**src/rtl/rvb_shift_dispatch.sv**
```systemverilog
`default_nettype none
// ============================================================================
// Module   : rvb_shift_dispatch
// Purpose  : Decodes a shifter-unit instruction, picks the shift amount
//            operand, and buffers the result towards the shifter with a
//            valid/ready handshake and exactly one cycle of latency.
// Config   : RVB_SHIFT_DISPATCH_SKID_EN
//              undefined -> 1-entry register, din_ready = !full || dout_ready
//              defined   -> 2-entry skid buffer, din_ready from flops only
// Revision : 1.0 - initial release
// ============================================================================
module rvb_shift_dispatch #(
    parameter int XLEN = 64
) (
    input  logic            clock,
    input  logic            reset,
    input  logic            din_valid,
    output logic            din_ready,
    input  logic [31:0]     din_insn,
    input  logic [XLEN-1:0] din_rs1,
    input  logic [XLEN-1:0] din_rs2,
    input  logic [XLEN-1:0] din_rs3,
    output logic            dout_valid,
    input  logic            dout_ready,
    output logic [XLEN-1:0] dout_rs1,
    output logic [XLEN-1:0] dout_rs2,
    output logic [XLEN-1:0] dout_rs3,
    output logic            dout_insn3,
    output logic            dout_insn12,
    output logic            dout_insn14,
    output logic            dout_insn26,
    output logic            dout_insn27,
    output logic            dout_insn29,
    output logic            dout_insn30,
    output logic            dout_illegal
);

    // Payload layout, LSB first: rs1, rs2, rs3, insn3, insn12, insn14,
    // insn26, insn27, insn29, insn30, illegal.
    localparam int C_PW = 3 * XLEN + 8;

    logic [6:0]      w_opcode;
    logic            w_legal;
    logic [XLEN-1:0] w_rs2_sel;
    logic [C_PW-1:0] w_din_pl;
    logic            w_push;
    logic            w_pop;
    logic [C_PW-1:0] main_q;
    logic [C_PW-1:0] main_d;
    logic            w_unused_insn;

    // Instruction bits that play no part in shifter dispatch.
    assign w_unused_insn = ^{din_insn[31], din_insn[28], din_insn[19:15],
                             din_insn[13], din_insn[11:7]};

    // Decode the incoming op into the payload stored in the buffer.
    always_comb begin
        w_opcode = din_insn[6:0];
        w_legal  = (w_opcode == 7'b0110011) || (w_opcode == 7'b0010011);
        if (XLEN == 64) begin
            w_legal = w_legal || (w_opcode == 7'b0111011) || (w_opcode == 7'b0011011);
        end
        // Immediate forms carry the shift amount in insn[25:20].
        w_rs2_sel = din_insn[5] ? din_rs2 : {{(XLEN-6){1'b0}}, din_insn[25:20]};
        w_din_pl  = {!w_legal, din_insn[30], din_insn[29], din_insn[27], din_insn[26],
                     din_insn[14], din_insn[12], din_insn[3],
                     din_rs3, w_rs2_sel, din_rs1};
    end

    assign w_push = din_valid && din_ready;
    assign w_pop  = dout_valid && dout_ready;

`ifdef RVB_SHIFT_DISPATCH_SKID_EN
    logic [1:0]      occ_q;
    logic [1:0]      occ_d;
    logic [C_PW-1:0] skid_q;
    logic [C_PW-1:0] skid_d;

    // Readiness depends only on stored occupancy, never on dout_ready.
    assign din_ready  = !reset && (occ_q != 2'd2);
    assign dout_valid = (occ_q != 2'd0);

    // Next-state for the output register and the skid slot behind it.
    always_comb begin
        occ_d  = occ_q;
        main_d = main_q;
        skid_d = skid_q;
        case ({w_push, w_pop})
            2'b10: begin
                if (occ_q == 2'd0) begin
                    main_d = w_din_pl;
                    occ_d  = 2'd1;
                end else begin
                    skid_d = w_din_pl;
                    occ_d  = 2'd2;
                end
            end
            2'b01: begin
                if (occ_q == 2'd2) begin
                    main_d = skid_q;
                    occ_d  = 2'd1;
                end else begin
                    occ_d  = 2'd0;
                end
            end
            // Push and pop together only happen with one entry held.
            2'b11: begin
                main_d = w_din_pl;
            end
            default: begin
            end
        endcase
    end

    // Buffer state with asynchronous clear.
    always_ff @(posedge clock or posedge reset) begin
        if (reset) begin
            occ_q  <= 2'd0;
            main_q <= '0;
            skid_q <= '0;
        end else begin
            occ_q  <= occ_d;
            main_q <= main_d;
            skid_q <= skid_d;
        end
    end
`else
    logic vld_q;
    logic vld_d;

    // A full register can still accept when it is being drained this cycle.
    assign din_ready  = !reset && (!vld_q || dout_ready);
    assign dout_valid = vld_q;

    // Next-state for the single output register.
    always_comb begin
        vld_d  = vld_q;
        main_d = main_q;
        if (w_pop) begin
            vld_d = 1'b0;
        end
        if (w_push) begin
            vld_d  = 1'b1;
            main_d = w_din_pl;
        end
    end

    // Register state with asynchronous clear.
    always_ff @(posedge clock or posedge reset) begin
        if (reset) begin
            vld_q  <= 1'b0;
            main_q <= '0;
        end else begin
            vld_q  <= vld_d;
            main_q <= main_d;
        end
    end
`endif

    assign dout_rs1     = main_q[XLEN-1:0];
    assign dout_rs2     = main_q[2*XLEN-1:XLEN];
    assign dout_rs3     = main_q[3*XLEN-1:2*XLEN];
    assign dout_insn3   = main_q[3*XLEN];
    assign dout_insn12  = main_q[3*XLEN+1];
    assign dout_insn14  = main_q[3*XLEN+2];
    assign dout_insn26  = main_q[3*XLEN+3];
    assign dout_insn27  = main_q[3*XLEN+4];
    assign dout_insn29  = main_q[3*XLEN+5];
    assign dout_insn30  = main_q[3*XLEN+6];
    assign dout_illegal = main_q[3*XLEN+7];

endmodule
`default_nettype wire

```
**config.mk**
```make
export PLATFORM = sky130hd
export DESIGN_NAME = rvb_shift_dispatch
export DESIGN_NICKNAME = d
export VERILOG_FILES = /design/src/rtl/rvb_shift_dispatch.sv
export SDC_FILE = /design/constraint.sdc
export NUM_CORES = 1
export LEC_CHECK = 0
export CAP_MARGIN = 15
export CORE_AREA = 3 3 166 168
export DETAILED_ROUTE_END_ITERATION = 10
export DIE_AREA = 0 0 169 171
export GPL_TIMING_DRIVEN = 0
export PLACE_DENSITY = 0.65
export RECOVER_POWER = 100
export SLEW_MARGIN = 10
export SYNTH_ARGS = -nofsm -noshare
export SYNTH_HDL_FRONTEND = slang
export SYNTH_SLANG_ARGS = --single-unit
```
**constraint.sdc**
```tcl
create_clock -name clock -period 8.2 [get_ports clock]
set_input_delay 2.05 -clock clock [delete_from_list [all_inputs] [get_ports clock]]
set_output_delay 2.05 -clock clock [all_outputs]
set_load 0.02 [all_outputs]
```
==> reports/qor.yml <==
final_layout:
  antenna_cells: 0
  syn_to_final_growth_pct: 66.2
  nFillCells: 2313
  nNetsFinal: 1230
  layout-drive-gt1-share_pct: 17.6
drt:
  drt-pass1-iter-count: 4
  drc_errors: 0
  drt-initial-drc-count: 200
  routed_wl_um: 24600
  num_vias: 5887
  drtAntennaViolNets: 0
  drt-vias-per-instance: 4.35
  wl_per_cell_um: 18.1
critical_path:
  required_ps: 6150
  crit_slowest_cell: "dlygate4sd3_1"
  cp_max_fo: 3
  crit_chain: "dlygate4sd3_1, nor2_1, dlygate4sd3_1"
  path_class: "input port to output pin"
  max_stage_delay_ps: 670
  crit_path_end_kind: "output pin"
  startpoint_type: "input port"
  crit_top_cell: "dlygate4sd3_1"
  crit_arrival_ps: 3410
place:
  port_buffers: 415
  place.gp.congestion: 0.737
  dp_hpwl_um: 18600
power_and_ir_drop:
  p_switching_mw: 0.942
  total_power_mw: 3.27
  p_int_mw: 2.33
  combPwrFrac_pct: 27.9
  power_density_nw_per_um2: 246
  power.leakage_nw: 5.72
  vdd_ir_drop_max_mv: 0.172
  switching_share_pct: 28.8
  pwr-share-clk_pct: 33.8
  p_seq_share_pct: 38.3
timing:
  hold_violations: 0
  fin_crit_sh_pct: 66.5
  max_freq_mhz: 183
  setup_viol: 0
  max-slew-margin-rel_pct: -187
  finalSetupTns_ps: 0
  tightestPinTransition_ps: 4280
  period_minus_slack_ps: 5460
  rsz0062_at_grt: "false"
  final_max_slew_viol_count: 92
  fin_worst_skew_ps: 5.10
clocking:
  cts_buffers: 25
  cts_tree: "done"
  htree_levels: 1
  clkLatencyLatePin_ps: 500
  clock_sinks: 201
  cts_root_buf: "clkbuf_16"
  post_cts_resized: 0
  postCtsSetupRepairBufs: 0
  clk_path_buf_depth: 3
  ctsHoldBuffers: 0
  path_clk_slew_ps: 50
global_route:
  grt_pass1_wl_um: 37600
  grt_pass1_vias: 6451
  grt_max_degree: 111
  grt-ovfl-total: 0
  antenna_found_initial: 2
  grt_util_all_layers_pct: 16.6
floorplanning:
  die_w_um: 169
  fp-row-count: 59
  die-area_um2: 28900
  start_util_pct: 30.7
  die_y_um: 171
  io_pins: 430
  fp.coreArea_um2: 26100
logic_synthesis:
  synth_ff_type: "dfrtp_1"
  ys_seq_area_share_pct: 62.9
  avgSynthCellArea_um2: 14.3
  yosysUniqueCellTypes: 15
  synth_top_cell_by_area: "dfrtp_1"
  synth_top_area_share_pct: 62.9
  ys_seq_elements: 201
  synth_nets: 787
  synthTopCellsByCount: "dfrtp_1, mux2_2, inv_1"
  netlist_area_um2: 8000
  synthArstFlopShare_pct: 100
  synth_area_leaders: "dfrtp_1, mux2_2, mux2i_1, inv_1, nand2_1"
  yosysMostFrequentCell: "dfrtp_1"
  netlist_instances: 559
  synth_edf_count: 0
  ys.warnings.count: 0
run_status:
  outcome: "finished, violations left"
  violations: "max-capacitance violations, max-slew violations"
job:
  maxCapViolations: 1
hold_path:
  hold_class: "flop to flop"
-- cells in the final DEF, fill, tap and decap left out --
cell type	instances
buf_16	1
buf_2	2
bufinv_16	3
clkbuf_1	35
clkbuf_16	25
clkbuf_8	5
clkdlybuf4s50_1	212
clkinv_2	2
clkinvlp_2	1
clkinvlp_4	1
dfrtp_1	201
dlygate4sd3_1	203
inv_1	58
mux2_1	11
mux2_2	137
mux2i_1	58
nand2_1	58
nand4_1	1
nor2_1	2
nor2b_2	1
nor3b_1	1
or2_2	1
-- layout make-up --
class / instances / area [um2] / share of cell area (%)
Inverter: 59 / 223 / 1.67
Buffer: 29 / 111 / 0.837
Timing Repair Buffer: 416 / 4180 / 31.4
Clock buffer: 38 / 724 / 5.45
Clock inverter: 6 / 108 / 0.809
Tap cell: 335 / 419 / 3.15
Sequential cell: 201 / 5030 / 37.8
Multi-Input combinational cell: 270 / 2500 / 18.8
-- worst paths after layout --
check / endpoint / start / cells after the start / slack, ps
min reg2reg: main_q[50] / main_q[50] / 1 / 480
min: main_q[50] / main_q[50] / 1 / 480
max in group asynchronous: main_q[27] / reset / 2 / 2940
max: din_ready / reset / 3 / 2740
min in group asynchronous: main_q[99] / reset / 2 / 3340
max reg2reg: main_q[128] / dout_valid / 5 / 5440
-- power groups by stage --
stage | sequential (mW) | combinational, mW | clock [mW]
2_1_floorplan | 1.50 | 0.223 | 0
4_1_cts | 1.26 | 1.00 | 1.14
3_5_place_dp | 1.28 | 1.00 | 0
3_3_place_gp | 1.27 | 0.994 | 0
6_report | 1.25 | 0.912 | 1.11
5_1_grt | 1.28 | 0.973 | 1.19
-- flip-flops by register name, indices dropped and copies added, names as in the netlist --
signal,cells
dout_valid,1
main_q,200
-- metrics by stage --
step	utilization (%)	hold WS (ps)	instance area, um2	setup WS [ps]	std cells
after floorplan	-	605	8000	668	559
after global placement	48.3	468	12600	-2620	1309
after detailed placement	48.4	474	12600	2810	1310
after CTS	51.6	486	13400	2800	1354
after global routing	51.0	488	13300	2300	1354
final	51.0	477	13300	2740	1354
-- critical path: cells and delay by family --
kind	cells	cell delay [ps]
and+or+nand+nor	1	110
buffers and inverters	2	1250
-- cells by family after synthesis --
family	Yosys count	share of synthesized area, %
simple gates	64	3.24
buf+inv	88	5.82
mux	206	28.1
flops	201	62.9
-- per-layer routing --
| metal | up-vias | track usage, % | share of wire (%) |
|---|---|---|---|
| met5 | - | 0 | 0.14 |
| met2 | 277 | 28.9 | 50 |
| met4 | 4 | 4.16 | 2.0 |
| met3 | 39 | 6.42 | 11 |
| li1 | 2735 | - | - |
| met1 | 2832 | 19.3 | 38 |
Note: power is estimated with default switching activity, not from simulation.
